<file path="config.mk">
export PLATFORM = sky130hd
export DESIGN_NAME = reaction_timer_core_flat
export DESIGN_NICKNAME = d
export VERILOG_FILES = /design/src/rtl/reaction_pkg.sv /design/src/rtl/reaction_timer_core_if.sv /design/src/rtl/reaction_ms_tick.sv /design/src/rtl/reaction_timer_core.sv /design/src/flat_wrapper.sv
export SDC_FILE = /design/constraint.sdc
export NUM_CORES = 1
export LEC_CHECK = 0
export ABC_AREA = 1
export CORE_AREA = 2 2 137 139
export CTS_BUF_LIST = sky130_fd_sc_hd__clkbuf_4 sky130_fd_sc_hd__clkbuf_8
export CTS_CLUSTER_SIZE = 25
export DETAILED_ROUTE_END_ITERATION = 10
export DIE_AREA = 0 0 139 141
export HOLD_SLACK_MARGIN = 0.08
export SETUP_SLACK_MARGIN = 0.05
export SYNTH_ARGS = -nofsm -noshare
export SYNTH_HDL_FRONTEND = slang
export SYNTH_HIERARCHICAL = 1
export SYNTH_SLANG_ARGS = --single-unit
</file>
<file path="constraint.sdc">
create_clock -name clk -period 4.4 [get_ports clk]
set_input_delay 0.88 -clock clk [delete_from_list [all_inputs] [get_ports clk]]
set_output_delay 0.88 -clock clk [all_outputs]
set_load 0.01 [all_outputs]
</file>
<file path="src/rtl/reaction_pkg.sv">
// Shared types and constants for the reaction timer: FSM states, per-player
// result codes and the hold-off LFSR definition.
package reaction_pkg;

    typedef enum logic [2:0] {
        ST_IDLE      = 3'd0,
        ST_COUNTDOWN = 3'd1,
        ST_HOLDOFF   = 3'd2,
        ST_GO        = 3'd3,
        ST_RESULT    = 3'd4
    } state_e;

    typedef enum logic [1:0] {
        PL_PENDING = 2'd0,
        PL_VALID   = 2'd1,
        PL_FALSE   = 2'd2,
        PL_TIMEOUT = 2'd3
    } pl_status_e;

    localparam logic [15:0] LFSR_SEED = 16'hACE1;
    // Taps 16,14,13,11 expressed as bit positions 15,13,12,10
    localparam logic [15:0] LFSR_TAPS = 16'hB400;

    function automatic logic [15:0] lfsr_step(input logic [15:0] v);
        return {v[14:0], ^(v & LFSR_TAPS)};
    endfunction

endpackage

</file>
<file path="src/rtl/reaction_timer_core_if.sv">
// Control inputs and result outputs of the reaction timer, grouped so the
// display/sequencing side connects through one port.
interface reaction_timer_core_if #(parameter int PLAYERS = 2);
    logic                    start;
    logic                    abort;
    logic [PLAYERS-1:0]      button;
    logic [2:0]              state_o;
    logic [3:0]              countdown_sec;
    logic                    go;
    logic [14*PLAYERS-1:0]   time_ms;
    logic [2*PLAYERS-1:0]    status;
    logic [2:0]              winner;
    logic                    winner_valid;
    logic                    done;

    modport master (
        output start, abort, button,
        input  state_o, countdown_sec, go, time_ms, status, winner, winner_valid, done
    );

    modport slave (
        input  start, abort, button,
        output state_o, countdown_sec, go, time_ms, status, winner, winner_valid, done
    );
endinterface

</file>
<file path="src/rtl/reaction_ms_tick.sv">
// Millisecond prescaler: one-cycle tick every DIV cycles, restartable by clear.
module reaction_ms_tick #(
    parameter int unsigned DIV = 50000
) (
    input  logic clk,
    input  logic reset_n,
    input  logic clear,
    output logic tick
);
    localparam int W = (DIV > 1) ? $clog2(DIV) : 1;
    localparam logic [W-1:0] LAST = W'(DIV - 1);

    logic [W-1:0] cnt_q;

    always_ff @(posedge clk or negedge reset_n) begin
        if (!reset_n) begin
            cnt_q <= '0;
        end else if (clear || cnt_q == LAST) begin
            cnt_q <= '0;
        end else begin
            cnt_q <= cnt_q + 1'b1;
        end
    end

    // Tick must not depend on clear: a tick is what causes many state changes.
    assign tick = (cnt_q == LAST);
endmodule

</file>
<file path="src/rtl/reaction_timer_core.sv">
// Multi-player reaction timing engine: countdown, random hold-off, GO window,
// per-player timestamps and winner resolution.
//
//   state        | meaning
//   -------------+---------------------------------------------------
//   ST_IDLE      | waiting for start, results cleared
//   ST_COUNTDOWN | seconds countdown, presses are false starts
//   ST_HOLDOFF   | fixed + random ms delay, presses are false starts
//   ST_GO        | go lit, first press per player is timestamped
//   ST_RESULT    | results and winner held until start/abort
module reaction_timer_core
    import reaction_pkg::*;
#(
    parameter int CLK_HZ         = 50_000_000,
    parameter int PLAYERS        = 2,
    parameter int COUNTDOWN_S    = 3,
    parameter int HOLD_MIN_MS    = 1000,
    parameter int HOLD_RAND_BITS = 10,
    parameter int MAX_MS         = 9999
) (
    input  logic                  clk,
    input  logic                  reset_n,
    reaction_timer_core_if.slave  bus
);
    localparam int MSW = 17;
    localparam logic [15:0] HOLD_MASK = 16'((32'd1 << HOLD_RAND_BITS) - 32'd1);

    state_e                 state_q, state_nxt;
    logic [15:0]            lfsr_q;
    logic [MSW-1:0]         ms_q, hold_q;
    logic [3:0]             sec_q;
    logic                   tick, entering, clear_res, in_round;
    logic                   sec_tick, hold_done, go_timeout;
    logic                   done_q, winner_valid_q;
    logic [2:0]             winner_q;
    logic [PLAYERS-1:0]     pend_nxt, false_nxt, valid_nxt;
    logic [14*PLAYERS-1:0]  time_nxt, time_flat;
    logic [2*PLAYERS-1:0]   status_flat;
    logic [2:0]             win_idx;
    logic                   win_any;
    logic [13:0]            win_time;

    reaction_ms_tick #(.DIV(CLK_HZ / 1000)) u_ms_tick (
        .clk     (clk),
        .reset_n (reset_n),
        .clear   (entering),
        .tick    (tick)
    );

    assign entering   = (state_nxt != state_q);
    assign clear_res  = bus.abort || (bus.start && (state_q == ST_IDLE || state_q == ST_RESULT));
    assign in_round   = (state_q == ST_COUNTDOWN) || (state_q == ST_HOLDOFF) || (state_q == ST_GO);
    assign sec_tick   = tick && (state_q == ST_COUNTDOWN) && (ms_q == MSW'(999));
    assign hold_done  = tick && (ms_q + MSW'(1) == hold_q);
    assign go_timeout = tick && (ms_q == MSW'(MAX_MS - 1));

    always_ff @(posedge clk or negedge reset_n) begin
        if (!reset_n) begin
            state_q <= ST_IDLE;
        end else begin
            state_q <= state_nxt;
        end
    end

    always_comb begin
        state_nxt = state_q;
        if (bus.abort) begin
            state_nxt = ST_IDLE;
        end else begin
            case (state_q)
                ST_IDLE:      if (bus.start) state_nxt = ST_COUNTDOWN;
                ST_COUNTDOWN: if (&false_nxt) state_nxt = ST_RESULT;
                              else if (sec_tick && sec_q == 4'd1) state_nxt = ST_HOLDOFF;
                ST_HOLDOFF:   if (&false_nxt) state_nxt = ST_RESULT;
                              else if (hold_done) state_nxt = ST_GO;
                ST_GO:        if (~|pend_nxt) state_nxt = ST_RESULT;
                ST_RESULT:    if (bus.start) state_nxt = ST_COUNTDOWN;
                default:      state_nxt = ST_IDLE;
            endcase
        end
    end

    always_ff @(posedge clk or negedge reset_n) begin
        if (!reset_n) begin
            lfsr_q <= LFSR_SEED;
            ms_q   <= '0;
            hold_q <= '0;
            sec_q  <= '0;
            done_q <= 1'b0;
        end else begin
            lfsr_q <= lfsr_step(lfsr_q);
            done_q <= entering && (state_nxt == ST_RESULT);
            // Countdown reuses the ms counter as a 0..999 sub-second counter
            if (entering) begin
                ms_q <= '0;
            end else if (tick && in_round) begin
                ms_q <= sec_tick ? '0 : ms_q + MSW'(1);
            end
            if (entering && state_nxt == ST_HOLDOFF) begin
                hold_q <= MSW'(HOLD_MIN_MS) + MSW'(lfsr_q & HOLD_MASK);
            end
            if (state_nxt != ST_COUNTDOWN) begin
                sec_q <= '0;
            end else if (state_q != ST_COUNTDOWN) begin
                sec_q <= 4'(COUNTDOWN_S);
            end else if (sec_tick) begin
                sec_q <= sec_q - 4'd1;
            end
        end
    end

    for (genvar p = 0; p < PLAYERS; p++) begin : g_player
        pl_status_e  stat_q, stat_d;
        logic [13:0] time_q, time_d;

        always_comb begin
            stat_d = stat_q;
            time_d = time_q;
            if (clear_res) begin
                stat_d = PL_PENDING;
                time_d = '0;
            end else if (in_round && stat_q == PL_PENDING) begin
                if (bus.button[p]) begin
                    if (state_q == ST_GO) begin
                        stat_d = PL_VALID;
                        time_d = ms_q[13:0];
                    end else begin
                        stat_d = PL_FALSE;
                    end
                end else if (state_q == ST_GO && go_timeout) begin
                    stat_d = PL_TIMEOUT;
                end
            end
        end

        always_ff @(posedge clk or negedge reset_n) begin
            if (!reset_n) begin
                stat_q <= PL_PENDING;
                time_q <= '0;
            end else begin
                stat_q <= stat_d;
                time_q <= time_d;
            end
        end

        assign pend_nxt[p]            = (stat_d == PL_PENDING);
        assign false_nxt[p]           = (stat_d == PL_FALSE);
        assign valid_nxt[p]           = (stat_d == PL_VALID);
        assign time_nxt[14*p +: 14]   = time_d;
        assign time_flat[14*p +: 14]  = time_q;
        assign status_flat[2*p +: 2]  = stat_q;
    end

    // Strict less-than keeps the lowest index on ties
    always_comb begin
        win_idx  = '0;
        win_any  = 1'b0;
        win_time = '0;
        for (int p = 0; p < PLAYERS; p++) begin
            if (valid_nxt[p] && (!win_any || time_nxt[14*p +: 14] < win_time)) begin
                win_any  = 1'b1;
                win_idx  = 3'(p);
                win_time = time_nxt[14*p +: 14];
            end
        end
    end

    always_ff @(posedge clk or negedge reset_n) begin
        if (!reset_n) begin
            winner_q       <= '0;
            winner_valid_q <= 1'b0;
        end else if (clear_res) begin
            winner_q       <= '0;
            winner_valid_q <= 1'b0;
        end else if (entering && state_nxt == ST_RESULT) begin
            winner_q       <= win_idx;
            winner_valid_q <= win_any;
        end
    end

    assign bus.state_o       = state_q;
    assign bus.countdown_sec = sec_q;
    assign bus.go            = (state_q == ST_GO);
    assign bus.time_ms       = time_flat;
    assign bus.status        = status_flat;
    assign bus.winner        = winner_q;
    assign bus.winner_valid  = winner_valid_q;
    assign bus.done          = done_q;
endmodule

</file>
<file path="src/flat_wrapper.sv">
// flat-port wrapper written by rule: the top's interface ports become plain ports
module reaction_timer_core_flat import reaction_pkg::*;
#(
    parameter int CLK_HZ         = 50_000_000,
    parameter int PLAYERS        = 2,
    parameter int COUNTDOWN_S    = 3,
    parameter int HOLD_MIN_MS    = 1000,
    parameter int HOLD_RAND_BITS = 10,
    parameter int MAX_MS         = 9999
)
  (clk, reset_n, bus_start, bus_abort, bus_button, bus_state_o, bus_countdown_sec, bus_go, bus_time_ms, bus_status, bus_winner, bus_winner_valid, bus_done);
  reaction_timer_core_if #(.PLAYERS(PLAYERS)) bus_i ();
  input  logic clk;
  input  logic reset_n;
  input wire logic [$bits(bus_i.start)-1:0] bus_start;
  input wire logic [$bits(bus_i.abort)-1:0] bus_abort;
  input wire logic [$bits(bus_i.button)-1:0] bus_button;
  output wire logic [$bits(bus_i.state_o)-1:0] bus_state_o;
  output wire logic [$bits(bus_i.countdown_sec)-1:0] bus_countdown_sec;
  output wire logic [$bits(bus_i.go)-1:0] bus_go;
  output wire logic [$bits(bus_i.time_ms)-1:0] bus_time_ms;
  output wire logic [$bits(bus_i.status)-1:0] bus_status;
  output wire logic [$bits(bus_i.winner)-1:0] bus_winner;
  output wire logic [$bits(bus_i.winner_valid)-1:0] bus_winner_valid;
  output wire logic [$bits(bus_i.done)-1:0] bus_done;
  assign bus_i.start = bus_start;
  assign bus_i.abort = bus_abort;
  assign bus_i.button = bus_button;
  assign bus_state_o = bus_i.state_o;
  assign bus_countdown_sec = bus_i.countdown_sec;
  assign bus_go = bus_i.go;
  assign bus_time_ms = bus_i.time_ms;
  assign bus_status = bus_i.status;
  assign bus_winner = bus_i.winner;
  assign bus_winner_valid = bus_i.winner_valid;
  assign bus_done = bus_i.done;
  reaction_timer_core #(.CLK_HZ(CLK_HZ), .PLAYERS(PLAYERS), .COUNTDOWN_S(COUNTDOWN_S), .HOLD_MIN_MS(HOLD_MIN_MS), .HOLD_RAND_BITS(HOLD_RAND_BITS), .MAX_MS(MAX_MS)) u_core (.clk(clk), .reset_n(reset_n), .bus(bus_i));
endmodule
</file>
==> impl_metrics.py, run 1 <==
metrics = {
    "timing": {
        "hold_ws_ns": 0.3637,
        "relSlewSlack": 0.3949,
        "period_share": 0.7911,
        "tightest_slew_ns": 0.9077,
        "finalMaxSlewViolations": 0,
        "hold_viol_final": 0,
        "min_period_ns": 3.481,
        "fmax_mhz": 287.3,
        "rsz0062_at_grt": "no",
        "setup_viol": 0,
        "fin_worst_skew_ns": 0.01344,
        "fin_setup_tns_ns": 0,
    },
    "logic_synthesis": {
        "synth_compound_area_frac": 0.09739,
        "synth_simple_gate_area_frac": 0.3144,
        "synth_flop_cell": "dfrtp_1",
        "synth-warning-count": 6,
        "synth_top_family_by_area": "simple AND/OR/NAND/NOR gates",
        "muxShareOfSynthArea": 0,
        "synth-seq-area-share": 0.4374,
        "synth_edf_count": 0,
        "synth_cells": 748,
        "syn_avg_cell_area_um2": 7.832,
        "ys_ff_latch": 102,
        "synth.distinct_cells": 41,
        "synthAdderAreaFrac": 0.04058,
        "synthArstFlopShare": 1.000,
        "synth_area_um2": 5858,
        "synth-xor-area-share": 0.02691,
    },
    "setup_path": {
        "cp_slowest_cell": "dfrtp_1",
        "crit_fanout": 15,
        "worst_setup_path_end_kind": "register",
        "worstSetupStartpointType": "register",
        "max_stage_delay_ns": 0.42,
        "worstPathCellList": "ha_1 -> nand3_2 -> nor3_1 -> buf_4 -> nand3_1 -> nor2_1 -> nand2_1 -> nand2_1 -> nand2_1 -> nand2_1 -> nand2_1 -> nor2_1 -> buf_4 -> nand2_1 -> ha_1 -> a21oi_1 -> nor2_1 -> a211oi_1 -> o221a_2 -> a21boi_0 -> o21ai_0",
        "cp.arrival_ns": 3.80,
        "cp_data_required_time_ns": 4.72,
        "worstSetupPathType": "reg2reg",
        "crit_top_cell": "nand2_1",
    },
    "clock_tree": {
        "htree_levels": 3,
        "hold_buffers": 0,
        "ctsResizeCount": 0,
        "clk_path_buf_depth": 2,
        "path_clk_slew_ns": 0.11,
        "numCtsBuffers": 9,
        "post-cts-setup-buffers": 0,
        "clkSinkCount": 102,
        "cts_tree": "yes",
        "clk_latency_ns": 0.39,
        "clockRootBuffer": "clkbuf_8",
    },
    "routing": {
        "viasPerCell": 4.714,
        "vias": 4888,
        "wl_per_cell_um": 13.14,
        "drt-initial-drc-count": 383,
        "routed_wl_mm": 13.63,
        "drc": 0,
        "drt_pre_antenna_iters": 5,
        "postRouteAntennaNets": 0,
    },
    "layout": {
        "area_delta_synth_final_pct": 15.68,
        "drive_above_1_share": 0.1245,
        "instances_no_fill": 1037,
        "antennaDiodeCount": 0,
        "post-route-util": 0.3710,
        "n_fill_cell": 1897,
        "fin_nets": 823,
    },
    "global_route": {
        "grt_max_degree": 71,
        "track_usage": 0.1458,
        "grt_overflow_total": 0,
        "busiest_layer": "met2",
        "gr-usage-met2": 0.2175,
        "grt_use_met3": 0.02072,
        "use_met1": 0.2131,
        "grt_first_pass_wirelength_mm": 23.20,
        "grt_pass1_vias": 4567,
        "antenna_found_initial": 0,
    },
    "placed_design": {
        "placed_cells_incl_taps": 1021,
        "place.gp.congestion": 0.8727,
        "hpwl_mm": 10.27,
        "portBuffers": 48,
    },
    "power": {
        "power_density_nw_per_um2": 251.3,
        "vdd_ir_drop_max_uv": 142.4,
        "finalPower_uw": 1703,
        "leakage_uw": 0.003053,
    },
    "die": {
        "die_w_um": 139,
        "num_io_pins": 51,
        "start_util": 0.3207,
        "fp.dieH_um": 141,
        "coreArea_um2": 18270,
        "placementRows": 50,
        "dieArea_um2": 19600,
    },
    "worst_hold_path": {
        "min_path_type": "reg2reg",
    },
    "run": {
        "maxCapViolCount": 0,
    },
    "run_status": {
        "status": "finished clean",
    },
}
cell families (layout without fill, tap and decap cells):
| family | after synthesis | after routing |
|---|---|---|
| AND/OR/NAND/NOR | 386 | 386 |
| AO/OA/AOI/OAI | 106 | 106 |
| XOR/XNOR | 18 | 18 |
| flip-flops | 102 | 102 |
| buffers and inverters | 116 | 170 |
| other | 1 | 2 |
| adder cells (fa/ha/maj) | 19 | 19 |
worst max-delay path: cells and delay by family, from the launching register on:
family	cells	cell delay (ns)
AO/OA/AOI/OAI	5	0.78
AND/OR/NAND/NOR	12	1.30
flip-flops	1	0.42
adder cells (fa/ha/maj)	2	0.51
buffers and inverters	2	0.40
sequential cells by signal, indices dropped and copies added (netlist names):
name,cells
u_core/bus.winner,1
u_core/u_ms_tick/cnt_q,16
u_core/g_player.stat_q,4
u_core/bus.winner_valid,1
u_core/bus.countdown_sec,4
u_core/lfsr_q,16
u_core/hold_q,11
u_core/ms_q,17
u_core/bus.done,1
u_core/bus.state_o,3
u_core/g_player.time_q,28
final timing paths:
kind	startpoint	slack (ns)	to	cells after the start
max	u_core/u_ms_tick/cnt_q[0]$_DFF_PN0_	0.92	u_core/bus.winner[0]$_DFFE_PN0P_	21
min	u_core/lfsr_q[14]$_DFF_PN0_	0.36	u_core/lfsr_q[15]$_DFF_PN1_	0
max reg2reg	u_core/u_ms_tick/cnt_q[0]$_DFF_PN0_	0.92	u_core/bus.winner[0]$_DFFE_PN0P_	21
min reg2reg	u_core/lfsr_q[14]$_DFF_PN0_	0.36	u_core/lfsr_q[15]$_DFF_PN1_	0
max in group asynchronous	reset_n	2.91	u_core/lfsr_q[5]$_DFF_PN1_	2
min in group asynchronous	reset_n	0.60	u_core/u_ms_tick/cnt_q[2]$_DFF_PN0_	1
routing by layer:
| metal | wire (um) | part of all wire | up-vias |
|---|---|---|---|
| met4 | 287 | 0.021 | 0 |
| li1 | - | - | 2501 |
| met3 | 524 | 0.038 | 18 |
| met1 | 6891 | 0.51 | 2264 |
| met2 | 5923 | 0.43 | 105 |
| met5 | 0 | 0 | - |
metrics by stage:
| step | cell area, um2 | worst slack (ns) |
|---|---|---|
| 4_1_cts | 6777 | 0.8683 |
| 3_5_place_dp | 6576 | 0.7984 |
| 6_report | 6777 | 0.9192 |
| 3_3_place_gp | 6576 | 0.8035 |
| 2_1_floorplan | 5862 | 1.169 |
| 5_1_grt | 6777 | 0.4991 |
power breakdown:
part / total [uW] / switching (uW) / internal (uW)
clock network: 604 / 378 / 226
logic: 134 / 91.4 / 42.9
registers: 964 / 13.8 / 950
final cells by class:
| type | instances | area (um2) | share of cell area |
|---|---|---|---|
| clock inverter | 7 | 76.32 | 0.01126 |
| timing repair buffer | 56 | 538.0 | 0.07939 |
| sequential | 102 | 2562 | 0.3781 |
| inverter | 98 | 367.9 | 0.05428 |
| tap | 234 | 292.8 | 0.04321 |
| multi-input combinational | 531 | 2815 | 0.4154 |
| clock buffer | 9 | 123.9 | 0.01828 |
cells in the final DEF, fill, tap and decap left out, drive strengths merged, types with 2 or more instances in the layout:
cell           count
inv              101
nand2            193
nor3              11
clkdlybuf4s50     47
dfrtp             94
ha                19
xnor2              8
xor2              10
clkinvlp           2
clkinv             2
nand3b             7
conb               2
buf                9
nor2             113
nand4             14
a21oi             36
nor4               5
dfstp              8
clkbuf             9
o22ai              5
o21ai             54
a22oi              6
nand3             42
cell usage after synthesis (2+ instances only):
library cell	n	area, um2
nand2_1	175	656.9
dfrtp_1	94	2352
inv_1	89	334.1
nor2_1	80	300.3
o21ai_0	50	250.2
nand3_1	40	200.2
a21oi_1	35	175.2
ha_1	19	237.7
nor2_2	18	112.6
nand2_2	15	93.84
nand4_1	14	87.58
nor2_4	14	157.7
xor2_1	10	87.58
clkbuf_1	9	33.78
nor3_1	9	45.04
dfstp_2	8	210.2
inv_2	8	30.03
xnor2_1	8	70.07
a22oi_1	6	45.04
nand3b_1	6	45.04
nor4_1	5	31.28
o22ai_1	5	31.28
o21ai_1	4	20.02
buf_2	3	15.01
buf_4	3	22.52
nand2_4	3	33.78
buf_12	2	40.04
nand3_2	2	20.02
nor3_2	2	20.02
(Power assumes the default switching activity.)
==> run 2, diff against run 1 <==
==> constraint.sdc (replaced) <==
create_clock -name clk -period 3.1 [get_ports clk]
set_input_delay 0.62 -clock clk [delete_from_list [all_inputs] [get_ports clk]]
set_output_delay 0.62 -clock clk [all_outputs]
set_load 0.01 [all_outputs]
==> impl_metrics.py, run 2 (synthesized netlist as in run 1, its figures left out) <==
metrics = {
    "run_status": {
        "status": "finished clean",
    },
    "timing": {
        "setup_viol": 0,
        "fin_worst_skew_ns": 0.01285,
        "finalMaxSlewViolations": 0,
        "hold_viol_final": 0,
        "fin_setup_tns_ns": 0,
        "rsz0062_at_grt": "yes",
        "fmax_mhz": 330.3,
        "relSlewSlack": 0.5611,
        "tightest_slew_ns": 0.6583,
        "period_share": 0.9766,
        "min_period_ns": 3.028,
    },
    "layout": {
        "area_delta_synth_final_pct": 30.05,
        "largest_reg_flops": 28,
        "n_fill_cell": 1811,
        "drive_above_1_share": 0.2352,
        "instances_no_fill": 1097,
        "fin_nets": 883,
        "multi_input_area_um2": 3109,
        "area.sequential_um2": 2564,
        "top_register": "u_core/g_player.time_q",
        "top_regs": "u_core/g_player.time_q (28), u_core/ms_q (17)",
        "mostFrequentLayoutCells": "nand2_1, dfrtp_1, inv_1",
        "final_common_cell": "nand2_1",
        "antennaDiodeCount": 0,
    },
    "placed_design": {
        "portBuffers": 48,
        "hpwl_mm": 11.10,
        "place.gp.congestion": 0.8998,
        "placed_cells_incl_taps": 1072,
    },
    "power": {
        "vdd_ir_drop_max_uv": 208.2,
        "leakage_uw": 0.003419,
        "power_density_nw_per_um2": 353.1,
    },
    "routing": {
        "postRouteAntennaNets": 0,
        "vias": 5128,
        "highest_layer": "met4",
        "wl_per_cell_um": 13.50,
        "viasPerCell": 4.675,
        "wl_met2_mm": 7.034,
        "met1_length_mm": 6.934,
        "routed_wl_mm": 14.81,
        "drt-initial-drc-count": 294,
        "dr_wl_met3_um": 535,
        "drt_pre_antenna_iters": 4,
        "drc": 0,
    },
    "die": {
        "num_io_pins": 51,
        "die_w_um": 139,
        "start_util": 0.3207,
        "placementRows": 50,
        "dieArea_um2": 19600,
        "coreArea_um2": 18270,
        "fp.dieH_um": 141,
    },
    "setup_path": {
        "worstSetupStartpointType": "register",
        "crit_fanout": 8,
        "worst_setup_path_end_kind": "register",
        "cp_data_required_time_ns": 3.37,
        "cp.arrival_ns": 3.30,
        "worstSetupPathType": "reg2reg",
    },
    "clock_tree": {
        "path_clk_slew_ns": 0.11,
        "clkSinkCount": 102,
        "numCtsBuffers": 9,
        "htree_levels": 3,
        "clockRootBuffer": "clkbuf_8",
        "clk_path_buf_depth": 2,
        "cts_tree": "yes",
        "hold_buffers": 0,
        "clk_latency_ns": 0.39,
    },
    "run": {
        "maxCapViolCount": 0,
    },
    "global_route": {
        "grt_max_degree": 51,
        "grt_overflow_total": 0,
        "antenna_found_initial": 0,
        "grt_pass1_vias": 5104,
        "grt_first_pass_wirelength_mm": 25.23,
        "track_usage": 0.1577,
    },
    "worst_hold_path": {
        "min_path_type": "in2async",
    },
}
[run 2: cell count changes in the layout (fill, tap and decap cells not counted), sizes merged]
cell / before / now
buf: 9 / 68
bufinv: 0 / 3
inv: 101 / 99
clkinv: 2 / 1
nand2: 193 / 194
[run 2: critical path, cell delays in order (launching register included)]
cell and delay, ns:
dfrtp_1 0.40, ha_2 0.23, nand3_4 0.10, nor3_4 0.29
buf_6 0.15, inv_6 0.03, nor2_4 0.06, nand2_1 0.05
nor2_1 0.11, nand3b_1 0.10, nor2_1 0.11, nand3_1 0.11
nor2_1 0.15, nand3_1 0.08, nand2_1 0.08, nand2_1 0.06
nand2_1 0.07, nand2_1 0.05, nand2_1 0.08, nand2_2 0.06
nand2_4 0.09, clkinvlp_4 0.20, nand2_8 0.20, nor2_4 0.05
[run 2: worst paths after layout]
path                            cells after the start  slack, ns                                      to                           startpoint
worst max-delay path                               23       0.07    u_core/u_ms_tick/cnt_q[10]$_DFF_PN0_  u_core/u_ms_tick/cnt_q[1]$_DFF_PN0_
worst min-delay path                                1       0.25  u_core/g_player[0].stat_q[0]$_DFF_PN0_                              reset_n
worst max register to register                     23       0.07    u_core/u_ms_tick/cnt_q[10]$_DFF_PN0_  u_core/u_ms_tick/cnt_q[1]$_DFF_PN0_
worst min register to register                      0       0.36             u_core/lfsr_q[15]$_DFF_PN1_          u_core/lfsr_q[14]$_DFF_PN0_
max in group asynchronous                           2       2.07             u_core/lfsr_q[11]$_DFF_PN1_                              reset_n
min in group clk                                    0       0.36             u_core/lfsr_q[15]$_DFF_PN1_          u_core/lfsr_q[14]$_DFF_PN0_
[run 2: repair_timing]
action                     in CTS  in global routing
setup endpoints to repair      18                 48
gates resized for setup        18                 50
setup buffers                   2                  8
pin swaps                      14                 34
gates cloned                    1                  0
[run 2: final cells by class]
cell class | count | share of cell area
clock buffers | 9 | 0.01626
clock inverters | 7 | 0.01659
inverters | 98 | 0.04943
multi-input cells | 532 | 0.4081
flip-flops and latches | 102 | 0.3365
well taps | 234 | 0.03843
repair buffers | 115 | 0.1347
[run 2: stage by stage]
step	hold WS (ns)	power, uW	util	worst slack, ns	instance area [um2]
after floorplan	0.3244	1527	-	0.08252	5871
after global placement	0.3360	1620	0.3834	-0.06481	7004
after detailed placement	0.3395	1624	0.3834	-0.09786	7004
after CTS	0.2617	2697	0.4026	0.01431	7355
after global routing	0.2780	2811	0.4171	-0.1587	7619
final	0.2535	2690	0.4171	0.07239	7619
[run 2: routing by layer]
| layer | track usage | up-vias |
|---|---|---|
| li1 | - | 2618 |
| met1 | 0.2045 | 2385 |
| met2 | 0.2658 | 103 |
| met3 | 0.03397 | 22 |
| met4 | 0.04732 | 0 |
| met5 | 0 | - |
[run 2: report_power, final]
part,total [uW],switching [uW],internal [uW]
logic,277,172,105
clock network,1050,498,547
registers,1370,18.5,1350
total,2690,689,2000
==> run 3, diff against run 2 <==
--- a/config.mk
+++ b/config.mk
@@ -5,12 +5,11 @@
 export SDC_FILE = /design/constraint.sdc
 export NUM_CORES = 1
 export LEC_CHECK = 0
-export ABC_AREA = 1
-export CORE_AREA = 2 2 137 139
+export CORE_AREA = 2 2 136 138
 export CTS_BUF_LIST = sky130_fd_sc_hd__clkbuf_4 sky130_fd_sc_hd__clkbuf_8
 export CTS_CLUSTER_SIZE = 25
 export DETAILED_ROUTE_END_ITERATION = 10
-export DIE_AREA = 0 0 139 141
+export DIE_AREA = 0 0 138 140
 export HOLD_SLACK_MARGIN = 0.08
 export SETUP_SLACK_MARGIN = 0.05
 export SYNTH_ARGS = -nofsm -noshare
==> impl_metrics.py, run 3 <==
metrics = {
    "run_status": {
        "status": "finished with violations",
        "violations": "setup timing",
    },
    "layout": {
        "n_fill_cell": 1649,
        "post-route-util": 0.4711,
        "mostFrequentLayoutCells": "buf_4, dfrtp_1, nor2_1",
        "top_regs": "u_core/g_player.time_q (28), u_core/ms_q (17)",
        "largest_reg_flops": 28,
        "final_common_cell": "buf_4",
        "fin_nets": 801,
        "instances_no_fill": 1010,
        "top_register": "u_core/g_player.time_q",
        "area_delta_synth_final_pct": 45.21,
        "drive_above_1_share": 0.3163,
        "antennaDiodeCount": 0,
    },
    "global_route": {
        "track_usage": 0.1786,
        "grt_max_degree": 45,
        "grt_pass1_vias": 5453,
        "grt_overflow_total": 0,
        "antenna_found_initial": 0,
        "grt_first_pass_wirelength_mm": 28.08,
    },
    "logic_synthesis": {
        "yosysMostFrequentCell": "dfrtp_1",
        "synth-seq-area-share": 0.4443,
        "synth_cells": 617,
        "synth_area_um2": 5768,
        "synth_top_area_share": 0.4078,
        "synth.distinct_cells": 65,
        "synthArstFlopShare": 1.000,
        "netlist_top_cells_area": "dfrtp_1, nor2_1, mux2i_1",
        "syn_avg_cell_area_um2": 9.349,
        "synth_flop_cell": "dfrtp_1",
        "yosysTopAreaCell": "dfrtp_1",
        "synth-warning-count": 6,
        "synth_common_cells": "dfrtp_1, nor2_1, nand2_1",
        "synth_edf_count": 0,
        "ys_ff_latch": 102,
    },
    "setup_path": {
        "crit_fanout": 12,
        "worstSetupStartpointType": "register",
        "worstSetupPathType": "reg2reg",
        "worst_setup_path_end_kind": "register",
        "cp_data_required_time_ns": 3.43,
        "cp.arrival_ns": 4.21,
    },
    "die": {
        "fp.dieH_um": 140,
        "coreArea_um2": 17780,
        "placementRows": 49,
        "dieArea_um2": 19320,
        "die_w_um": 138,
        "start_util": 0.3244,
        "num_io_pins": 51,
    },
    "clock_tree": {
        "clockRootBuffer": "clkbuf_8",
        "clk_path_buf_depth": 2,
        "clkSinkCount": 102,
        "path_clk_slew_ns": 0.10,
        "numCtsBuffers": 9,
        "cts_tree": "yes",
        "clk_latency_ns": 0.38,
        "hold_buffers": 0,
        "htree_levels": 3,
    },
    "placed_design": {
        "placed_cells_incl_taps": 980,
        "hpwl_mm": 11.87,
        "post-place-ws_ns": -0.8162,
        "portBuffers": 48,
        "place.gp.congestion": 0.8648,
    },
    "routing": {
        "postRouteAntennaNets": 0,
        "vias": 5274,
        "wl_per_cell_um": 16.80,
        "drt-initial-drc-count": 333,
        "drc": 0,
        "viasPerCell": 5.222,
        "drt_pre_antenna_iters": 6,
        "routed_wl_mm": 16.97,
    },
    "timing": {
        "hold_viol_final": 0,
        "fin_worst_skew_ns": 0.008177,
        "relSlewSlack": 0.6079,
        "min_period_ns": 3.874,
        "rsz0062_at_grt": "yes",
        "tightest_slew_ns": 0.5881,
        "setup_viol": 52,
        "fin_ws_ns": -0.7739,
        "period_share": 1.250,
        "fmax_mhz": 258.1,
        "finalMaxSlewViolations": 0,
    },
    "run": {
        "maxCapViolCount": 0,
    },
    "power": {
        "power_density_nw_per_um2": 321.0,
        "finalPower_uw": 2688,
        "vdd_ir_drop_max_uv": 267.6,
        "leakage_uw": 0.003579,
    },
    "worst_hold_path": {
        "min_path_type": "in2async",
    },
}
-- run 3: cell types whose count changed after synthesis, sizes merged, moves of 8 or more --
cell    change
nand2     -142
inv        -85
mux2i      +27
nor2       -26
o21ai      -26
nand3      -22
xnor2      +21
clkbuf     +15
nor4       +11
nor3b      +10
nor3        +9
nand2b      +8
-- run 3: worst paths after layout --
check / from / endpoint / slack (ns) / cells past startpoint
min reg2reg: u_core/lfsr_q[14]$_DFF_PN0_ / u_core/lfsr_q[15]$_DFF_PN1_ / 0.36 / 0
max in group asynchronous: reset_n / u_core/lfsr_q[10]$_DFF_PN1_ / 2.08 / 2
min: reset_n / u_core/u_ms_tick/cnt_q[9]$_DFF_PN0_ / 0.22 / 1
max: u_core/u_ms_tick/cnt_q[13]$_DFF_PN0_ / u_core/bus.winner[0]$_DFFE_PN0P_ / -0.77 / 19
min in group clk: u_core/lfsr_q[14]$_DFF_PN0_ / u_core/lfsr_q[15]$_DFF_PN1_ / 0.36 / 0
max reg2reg: u_core/u_ms_tick/cnt_q[13]$_DFF_PN0_ / u_core/bus.winner[0]$_DFFE_PN0P_ / -0.77 / 19
-- run 3: worst max-delay path, cell delays in order (launching register included) --
cell and delay (ns):
dfrtp_1 0.40, or4b_4 0.55, nor4_4 0.25, nor4bb_4 0.30, buf_4 0.19, nand3_4 0.08
o31ai_4 0.22, buf_4 0.16, a211oi_4 0.05, buf_12 0.16, nand2_1 0.09, ha_4 0.20
a21oi_1 0.14, o21ai_1 0.08, a21o_1 0.20, a21oi_2 0.15, nor2b_1 0.06, o31a_1 0.28
o21ai_1 0.12, a31o_2 0.16
-- run 3: cell type report --
type                            instances  area, um2  area share
Multi-Input combinational cell        468       3516      0.4198
Sequential cell                       102       2562      0.3059
Timing Repair Buffer                  182       1720      0.2054
Tap cell                              229      286.5     0.03421
Clock buffer                           12      165.2     0.01972
Clock inverter                          4      76.32    0.009113
Inverter                               13      48.80    0.005826
-- run 3: cell families (layout without fill, tap and decap cells) --
kind of cell             count (synthesis)  after routing  share of synthesized area
adder cells (fa/ha/maj)                 19             19                    0.04122
XOR/XNOR                                40             40                    0.06074
multiplexers                            33             33                    0.05857
buffers and inverters                   48            211                    0.03687
AO/OA/AOI/OAI                           96             96                     0.1033
AND/OR/NAND/NOR                        278            278                     0.2545
other                                    1              2                  0.0006501
flip-flops                             102            102                     0.4443
-- run 3: routing by layer --
layer	part of all wire	GRT usage
met5	0	0
met4	0.014	0.05639
met1	0.46	0.2420
met3	0.041	0.03385
met2	0.49	0.2905
-- run 3: stage by stage --
stage	hold slack, ns	TNS, ns	instance area, um2
CTS	0.2406	-21.37	8173
detailed placement	0.3402	-25.96	7521
global route	0.2625	-27.42	8376
finish	0.2248	-19.45	8376
global placement	0.3412	-22.65	7521
floorplan	0.3244	-9.073	5873
-- run 3: report_power, final --
part / switching, uW / internal (uW)
Combinational: 180 / 145
Clock: 478 / 524
Sequential: 14.2 / 1350
-- run 3: what timing repair did --
item                                    in CTS  in global routing
buffers inserted                            12                 12
cloned                                       4                  0
endpoints found under the setup margin      54                 54
resized for setup                           60                 60
pin swaps                                   16                 17
